$ cat config.mk
export PLATFORM = sky130hd
export DESIGN_NAME = gray_conv_arb
export DESIGN_NICKNAME = d
export VERILOG_FILES = /design/src/rtl/gray_pkg.sv /design/src/rtl/bin2gray.sv /design/src/rtl/gray_conv_arb.sv
export SDC_FILE = /design/constraint.sdc
export NUM_CORES = 1
export LEC_CHECK = 0
export ABC_AREA = 1
export CORE_UTILIZATION = 40
export CTS_CLUSTER_DIAMETER = 80
export DETAILED_ROUTE_END_ITERATION = 8
export GPL_ROUTABILITY_DRIVEN = 0
export HOLD_SLACK_MARGIN = 0.1
export PLACE_DENSITY = 0.7
export REMOVE_ABC_BUFFERS = 1
export SLEW_MARGIN = 40
export SYNTH_ARGS = -nofsm -noshare
export SYNTH_HDL_FRONTEND = slang
export SYNTH_SLANG_ARGS = --single-unit
export TNS_END_PERCENT = 10
$ cat constraint.sdc
create_clock -name clk -period 2.15 [get_ports clk]
set_input_delay 0.43 -clock clk [delete_from_list [all_inputs] [get_ports clk]]
set_output_delay 0.43 -clock clk [all_outputs]
set_load 0.05 [all_outputs]
$ cat src/rtl/gray_pkg.sv
// Shared slot-state encoding and default widths for the Gray converter/arbiter.
package gray_pkg;
  localparam int GRAY_W_DEF  = 4;
  localparam int GRAY_CW_DEF = 8;

  typedef enum logic {
    ST_EMPTY = 1'b0,
    ST_FULL  = 1'b1
  } slot_state_t;
endpackage

$ cat src/rtl/bin2gray.sv
// Binary to reflected Gray code; purely combinational, zero latency, no flow control.
module bin2gray #(
  parameter int W = 4
) (
  input  logic [W-1:0] i_bin,
  output logic [W-1:0] o_gray
);
  assign o_gray = i_bin ^ (i_bin >> 1);
endmodule

$ cat src/rtl/gray_conv_arb.sv
// Two-port round-robin arbiter feeding one Gray converter into a single-entry output slot.
// Result valid the cycle after accept; both readies drop while the slot is full and out_ready is low.
module gray_conv_arb
  import gray_pkg::*;
#(
  parameter int W  = GRAY_W_DEF,
  parameter int CW = GRAY_CW_DEF
) (
  input  logic          clk,
  input  logic          rst_n,
  input  logic          in0_valid,
  input  logic [W-1:0]  in0_data,
  output logic          in0_ready,
  input  logic          in1_valid,
  input  logic [W-1:0]  in1_data,
  output logic          in1_ready,
  output logic          out_valid,
  input  logic          out_ready,
  output logic [W-1:0]  out_gray,
  output logic          out_src,
  output logic [CW-1:0] xfer_cnt
);
  slot_state_t r_state;
  slot_state_t w_state_nxt;
  logic          r_last;
  logic [W-1:0]  r_gray;
  logic          r_src;
  logic [CW-1:0] r_cnt;

  logic          w_slot_free;
  logic          w_gnt0;
  logic          w_gnt1;
  logic          w_accept;
  logic [W-1:0]  w_bin;
  logic [W-1:0]  w_gray;

  assign w_slot_free = (r_state == ST_EMPTY) || out_ready;

  // r_last holds the most recently accepted port; on a tie the other one wins.
  assign w_gnt0 = in0_valid && (!in1_valid || r_last);
  assign w_gnt1 = in1_valid && (!in0_valid || !r_last);

  // rst_n gating keeps both readies low for the whole time reset is held.
  assign in0_ready = rst_n && w_slot_free && w_gnt0;
  assign in1_ready = rst_n && w_slot_free && w_gnt1;
  assign w_accept  = in0_ready || in1_ready;

  assign w_bin = w_gnt1 ? in1_data : in0_data;

  bin2gray #(.W(W)) u_bin2gray (
    .i_bin  (w_bin),
    .o_gray (w_gray)
  );

  always_ff @(posedge clk or negedge rst_n) begin
    if (!rst_n) begin
      r_state <= ST_EMPTY;
    end else begin
      r_state <= w_state_nxt;
    end
  end

  always_comb begin
    w_state_nxt = r_state;
    case (r_state)
      ST_EMPTY: if (w_accept) w_state_nxt = ST_FULL;
      ST_FULL:  if (out_ready && !w_accept) w_state_nxt = ST_EMPTY;
      default:  w_state_nxt = ST_EMPTY;
    endcase
  end

  always_ff @(posedge clk or negedge rst_n) begin
    if (!rst_n) begin
      r_last <= 1'b1;
      r_gray <= '0;
      r_src  <= 1'b0;
      r_cnt  <= '0;
    end else if (w_accept) begin
      r_last <= w_gnt1;
      r_gray <= w_gray;
      r_src  <= w_gnt1;
      r_cnt  <= r_cnt + CW'(1);
    end
  end

  assign out_valid = (r_state == ST_FULL);
  assign out_gray  = r_gray;
  assign out_src   = r_src;
  assign xfer_cnt  = r_cnt;
endmodule

# Word level (Yosys, flattened, before mapping)
# Index checks and enable logic that the tools add are counted.
# classes
reduce_logical	14
addsub	1
bitwise_logic	2
n_mux	4
# op_table
cell	n
adder 8 x 1 -> 8 bit (second input constant)	1
logical AND 1 bit	6
zero test 1 bit	4
logical OR 1 bit	4
2-to-1 mux 4 bit	1
XOR 4 x 3 -> 4 bit	1
2-to-1 mux 1 bit	2
one-hot mux 1 bit (2 select lines)	1
NOT 1 bit	1
# totals
wordCells	26
out_inout_bits	16
ff_bits	15
in_bits	13

# Depth between registers and ports, before layout
# Gate-level depths: netlist of the first run.
# logic_depth
word_depth	9
ltp_mapped	8
depth_no_buf	7

# Cells and area by module
# A second synthesis of the first run with hierarchy kept.
# unflattened
cells_unflattened	129
area_unflattened_um2	908.4
# by_module_without_submodules
mod	area_per_inst_um2	instances	cells_per_inst
gray_conv_arb	852.1	1	115
bin2gray	56.3	1	14

# Least setup slack after synthesis of the first run
# No wires, ideal clock.
# synth_path
kind	flip-flop to flip-flop
startpoint	register r_state (netlist: out_valid)
endpoint	register r_cnt[5] (netlist: xfer_cnt[5])
stages_incl_launch_ff	7
t_arrival_ps	1940
path_buffers	0
setup_slack_ps	91
setup_ps	119
required_ps	2031
path_cell_list	dfrtp_1 > nand2_1 > nand2_1 > nor2_1 > inv_2 > nand3_1 > nand2_1
# synth_via
elab_chain_cells	5
word_cells_on_any_way	6
cone_classes	bitwise: 1; reduce/logical: 5
# synth_rtl
element	line_no	text
from (decl)	gray_conv_arb.sv:23	slot_state_t r_state;
from (signal assigned)	gray_conv_arb.sv:59	r_state <= w_state_nxt;
NOT 1 bit	-	
logical OR 1 bit	gray_conv_arb.sv:37	assign w_slot_free = (r_state == ST_EMPTY) || out_ready;
logical AND 1 bit (2 in a row)	gray_conv_arb.sv:44	assign in0_ready = rst_n && w_slot_free && w_gnt0;
net in0_ready	gray_conv_arb.sv:13	output logic in0_ready,
logical OR 1 bit	gray_conv_arb.sv:46	assign w_accept = in0_ready || in1_ready;
to (signal assigned)	gray_conv_arb.sv:82	r_cnt <= r_cnt + CW'(1);
to (decl)	gray_conv_arb.sv:28	logic [CW-1:0] r_cnt;
# The timed path passes the listed nets, and every way through them passes these cells.
# A chain may end at the register's enable or synchronous reset.

# Worst setup path in the final report of the first run
# layout_path
startpoint	register r_cnt[5] (netlist: xfer_cnt[5])
endpoint	output port xfer_cnt[5]
# layout_lines
element	line_no	text
to (decl)	gray_conv_arb.sv:21	output logic [CW-1:0] xfer_cnt
# No word-level cell between the ends.

==> impl_metrics.ini, run 1 <==
[critical_path]
r2r_cells = 7
regToRegEndpoint = out_gray[1]$_DFFE_PN0P_
crit_required_ns = 1.72
crit_buf_inv = 1
r2r_slack_ns = 0.68
cp_cell_sequence = clkdlybuf4s50_1
crit_slowest_cell = clkdlybuf4s50_1
crit_type = reg -> out
crit_path_end_kind = output port
slowest_delay_ns = 0.84
crit_fanout = 7
critPathTopFamily = buffers and inverters
cp_data_arrival_time_ns = 1.60
timing.rr.start = r_last$_DFFE_PN1P_
start_kind = register

[synthesis]
postSynthAreaPerCell_um2 = 7.08
synth_edf_count = 0
syn_area_um2 = 942
synth_area_leaders = dfrtp_1 37%, nand2_1 23%, nand3_1 12%
yosysTopAreaCell = dfrtp_1
synth_flop_cell = dfrtp_1
synth.most_common_cell = nand2_1
synthDistinctLibCells = 18
synth_common_cells = 57 x nand2_1, 22 x nand3_1, 15 x inv_1
ys_ff_latch = 15
async_flop_share_pct = 100
synthDominantCellAreaShare_pct = 37.2
synthesis.instances = 133
seq_area_frac_synth_pct = 40.0
ys_warn_count = 0

[timing]
holdWs_ns = 0.491
period_needed_ns = 2.03
finalHoldViolations = 0
layout_setup_ws_ns = 0.122
setup_violations = 0
maxSlewViolCount = 0
setup_tns_ns = 0
worst_pin_slew_ns = 0.496
finalCritPeriodShare_pct = 94.3
fin_worst_skew_ns = 0.00507
maxClockFrequency_mhz = 493
rsz0062_at_grt = false
relSlewSlack_pct = 66.8

[detailed_routing]
wl_mm = 1.99
drt_iter0_markers = 8
wl_per_cell_um = 10.3
vias = 918
postRouteAntennaNets = 0
first_pass_iters = 4
drc = 0
detail_route.vias_per_cell = 4.76

[worst_hold_path]
hp-class = reg -> reg
min-delay-start = out_src$_DFFE_PN0P_
worstHoldEndpoint = out_src$_DFFE_PN0P_
min_path_cells = 2

[placed_design]
io_buffers = 28
dp_slack_ns = 0.153
hpwlAfterDp_mm = 1.51

[power_and_ir_drop]
clkPwrFrac_pct = 12.0
p_switching_mw = 0.648
p_sw_share_pct = 48.4
finalPower_mw = 1.34
p_comb_share_pct = 53.8
p_per_area_nw_per_um2 = 1030
p_int_mw = 0.691
ir_drop_v = 0.000649
p_seq_share_pct = 34.2
p_leak_nw = 0.656

[layout]
num_antenna_cells = 0
area_growth_syn_to_layout_pct = 37.6
final_core_util_pct = 58.6
drive_gt1_share_pct = 9.09
nNetsFinal = 180

[job]
max-cap-violations = 0

[die]
die_x_um = 50.5
placementRows = 17
core_area_um2 = 2210
initial_core_util_pct = 42.6
die_h_um = 50.5
die_area_um2 = 2550
ioPinCount = 29

[cts]
clk_path_buf_depth = 2
cts-root-buf = clkbuf_4
h-tree-depth = 1
cts_buffers = 3
post_cts_buffers = 0
clock_latency_ns = 0.28
cts.clk_slew.worst_paths_ns = 0.09
ctsHoldBuffers = 0
tritoncts = done
cts_resized = 0
clock_sinks = 15

[grt]
antenna_found_initial = 0
grt_pass1_wl_mm = 3.44
first_global_vias = 839
grt_overflow_total = 0
grt_max_degree = 16
grtUsageTotal_pct = 18.4

[status]
outcome = finished, final reports clean
area by class of cell:
cell class	instances	area, um^2
multi-input combinational	99	475
timing repair buffer	31	323
inverter	16	60.1
tap	28	35.0
fill	205	916
sequential	15	377
clock buffer	4	26.3
kinds of logic (layout without fill, tap and decap cells):
kind of cell	count (synthesis)	after routing	synth area share [%]
buffers and inverters	19	51	9.56
adder cells (fa/ha/maj)	1	1	1.33
AO/OA/AOI/OAI	3	3	2.79
flip-flops	15	15	40.0
XOR/XNOR	2	2	1.86
AND/OR/NAND/NOR	93	93	44.5
state kept, by name, indices dropped and copies added (netlist names):
name,cells
out_src,1
xfer_cnt,8
r_last,1
out_gray,4
out_valid,1
metal layers:
layer | global-route usage (%) | wire [um]
met4 | 12.5 | 44
met5 | 0 | 0
met1 | 21.8 | 919
met3 | 2.73 | 79
met2 | 30.7 | 945
metrics by stage:
step / cell area [um^2] / cells
finish: 1300 / 193
global route: 1300 / 193
CTS: 1300 / 193
detailed placement: 1270 / 189
global placement: 1270 / 189
floorplan: 912 / 130
cell usage in the layout (no fill, tap or decap), drive strengths merged:
| cell | n |
|---|---|
| clkdlybuf4s50 | 26 |
| nor2 | 4 |
| nand2 | 60 |
| clkbuf | 4 |
| ha | 1 |
| nand4 | 3 |
| inv | 16 |
| dfrtp | 14 |
| buf | 5 |
| nand3b | 4 |
| dfstp | 1 |
| a21oi | 1 |
| xor2 | 2 |
| nand3 | 22 |
| o21ai | 2 |
worst max-delay path by stage:
| stage | start | end | slack, ns | depth (start not counted) |
|---|---|---|---|---|
| CTS | xfer_cnt[5]$_DFFE_PN0P_ | xfer_cnt[5] | 0.12 | 1 |
| floorplan | out_valid$_DFF_PN0_ | xfer_cnt[5]$_DFFE_PN0P_ | 0.09 | 6 |
| finish | xfer_cnt[5]$_DFFE_PN0P_ | xfer_cnt[5] | 0.12 | 1 |
| detailed placement | in1_valid | in0_ready | 0.15 | 5 |
| global route | xfer_cnt[5]$_DFFE_PN0P_ | xfer_cnt[5] | 0.06 | 1 |
| global placement | in1_valid | in0_ready | 0.18 | 5 |
power by group through the flow:
stage	logic [mW]	registers (mW)	clock network [mW]
after detailed placement	0.726	0.462	0
after CTS	0.727	0.459	0.171
final	0.721	0.457	0.160
after floorplan	0.208	0.720	0
after global routing	0.775	0.471	0.182
after global placement	0.715	0.460	0
Power figures use the tool's default switching activity.
==> run 2, diff against run 1 <==
- ABC_AREA: 1 -> not set
- PLACE_DENSITY: 0.7 -> 0.74
==> run 2 against run 1 <==
  * Maximum frequency down 0.82%
  * Cell area down 13%
  * Total power down 9.1%
  * Sequential power down 2%
  * Worst hold slack worse by 0.019 ns
  * Setup slack worse by 0.017 ns
  * Register-to-register slack better by 0.30 ns
  * Critical endpoint is now in0_ready
==> impl_metrics.ini, run 2 <==
[placed_design]
hpwlAfterDp_mm = 1.15
io_buffers = 28
dp_slack_ns = 0.107

[synthesis]
synth_flop_cell = dfrtp_1
postSynthAreaPerCell_um2 = 10.6
yosysTopAreaCell = dfrtp_1
syn_area_um2 = 741
synth_area_leaders = dfrtp_1 47%, xnor2_1 12%, nand2_1 5.1%
synth.most_common_cell = dfrtp_1
ys_warn_count = 0
synthesis.instances = 70
async_flop_share_pct = 100
seq_area_frac_synth_pct = 50.8
synthDominantCellAreaShare_pct = 47.3
synth_common_cells = 14 x dfrtp_1, 10 x nand2_1, 10 x xnor2_1
synth_edf_count = 0
ys_ff_latch = 15
synthDistinctLibCells = 23

[die]
die_x_um = 45.0
placementRows = 15
die_area_um2 = 2030
core_area_um2 = 1730
die_h_um = 45.0
ioPinCount = 29
initial_core_util_pct = 42.9

[layout]
num_antenna_cells = 0
area_growth_syn_to_layout_pct = 51.7
nNetsFinal = 120
final_cell_mix = 26 x clkdlybuf4s50_1, 14 x dfrtp_1, 10 x nand2_1, 10 x xnor2_1, 5 x a21oi_1
final_common_cell = clkdlybuf4s50_1
largest_reg_flops = 8
drive_gt1_share_pct = 11.4

[detailed_routing]
postRouteAntennaNets = 0
wl_per_cell_um = 10.8
vias = 607
detail_route.vias_per_cell = 4.67
drc = 0
first_pass_iters = 4
drt_iter0_markers = 2
wl_mm = 1.40

[timing]
layout_setup_ws_ns = 0.105
setup_tns_ns = 0
finalHoldViolations = 0
period_needed_ns = 2.04
setup_violations = 0
finalCritPeriodShare_pct = 95.1
maxSlewViolCount = 0
worst_pin_slew_ns = 0.512
maxClockFrequency_mhz = 489
relSlewSlack_pct = 65.7
fin_worst_skew_ns = 0.00264
rsz0062_at_grt = false

[cts]
cts_resized = 0
tritoncts = done
cts-root-buf = clkbuf_4
clock_sinks = 15
ctsHoldBuffers = 0
cts_buffers = 3
clock_latency_ns = 0.27
cts.clk_slew.worst_paths_ns = 0.08
h-tree-depth = 1
post_cts_buffers = 0
clk_path_buf_depth = 2

[grt]
grt_max_degree = 12
grtUsageTotal_pct = 15.8
grt_overflow_total = 0
antenna_found_initial = 0
grt_pass1_wl_mm = 2.33
first_global_vias = 568

[power_and_ir_drop]
p_int_mw = 0.670
ir_drop_v = 0.000733
p_switching_mw = 0.547
finalPower_mw = 1.22
clkPwrFrac_pct = 12.8
p_sw_share_pct = 45.0
p_leak_nw = 0.490
p_comb_share_pct = 50.5
p_per_area_nw_per_um2 = 1080
p_seq_share_pct = 36.8

[worst_hold_path]
min_path_cells = 1
hp-class = reg -> reg

[critical_path]
start_kind = input pin
r2r_cells = 5
crit_required_ns = 1.72
crit_type = in -> out
cp_data_arrival_time_ns = 1.61
crit_fanout = 5
crit_path_end_kind = output port

[status]
outcome = finished, final reports clean

[job]
max-cap-violations = 0
run 2: cell count changes after synthesis, moves of 2 or more:
| cell | delta |
|---|---|
| nand2_1 | -47 |
| nand3_1 | -20 |
| inv_1 | -15 |
| xnor2_1 | +10 |
| a21oi_1 | +5 |
| and3_1 | +4 |
| nand3b_1 | -4 |
| buf_6 | -2 |
| nand2_4 | -2 |
run 2: critical path, stage by stage:
cell	delay [ns]
clkdlybuf4s50_1	0.46
nand2b_4	0.14
and2_1	0.19
and3_1	0.24
buf_12	0.15
run 2: cell families after synthesis:
kind of cell / Yosys count / share of synthesized area, %
mux: 1 / 1.35
buf+inv: 1 / 0.675
fa+ha+maj: 1 / 1.69
xor+xnor: 13 / 15.4
simple gates: 26 / 18.2
flops: 15 / 50.8
compound gates: 13 / 11.8
run 2: per-layer routing:
layer  up-vias  part of all wire, %  track usage, %  wire [um]
li1        314                    -               -          -
met1       280                   48            20.7        667
met2        11                   49            24.9        680
met3         2                  2.4            3.60         34
met4         0                  1.4            7.27         19
met5         -                    0               0          0
run 2: through the flow:
step / hold slack (ns) / std cells / cell area, um^2 / util [%]
floorplan: 0.134 / 69 / 736 / -
global placement: 0.460 / 126 / 1100 / 63.6
detailed placement: 0.465 / 126 / 1100 / 63.6
CTS: 0.478 / 130 / 1120 / 65.1
global route: 0.492 / 130 / 1120 / 65.1
finish: 0.472 / 130 / 1120 / 65.1
run 2: final timing paths:
kind,end,start,slack (ns)
min in group asynchronous,xfer_cnt[0]$_DFFE_PN0P_,rst_n,0.50
min,xfer_cnt[7]$_DFFE_PN0P_,xfer_cnt[7]$_DFFE_PN0P_,0.47
max reg2reg,out_gray[2]$_DFFE_PN0P_,r_last$_DFFE_PN1P_,0.98
max in group asynchronous,r_last$_DFFE_PN1P_,rst_n,1.43
max,in0_ready,out_ready,0.11
min reg2reg,xfer_cnt[7]$_DFFE_PN0P_,xfer_cnt[7]$_DFFE_PN0P_,0.47
run 2: final cells by class:
type,count,area (um^2)
Timing Repair Buffer,32,330
Tap cell,25,31.3
Sequential cell,15,377
Fill cell,157,603
Clock buffer,4,26.3
Multi-Input combinational cell,54,359
run 2: power groups by stage:
stage,clock network (mW),registers (mW),logic (mW)
6_report,0.155,0.447,0.614
5_1_grt,0.178,0.460,0.654
4_1_cts,0.165,0.449,0.620
3_5_place_dp,0,0.454,0.619
3_3_place_gp,0,0.454,0.612
2_1_floorplan,0,0.700,0.137
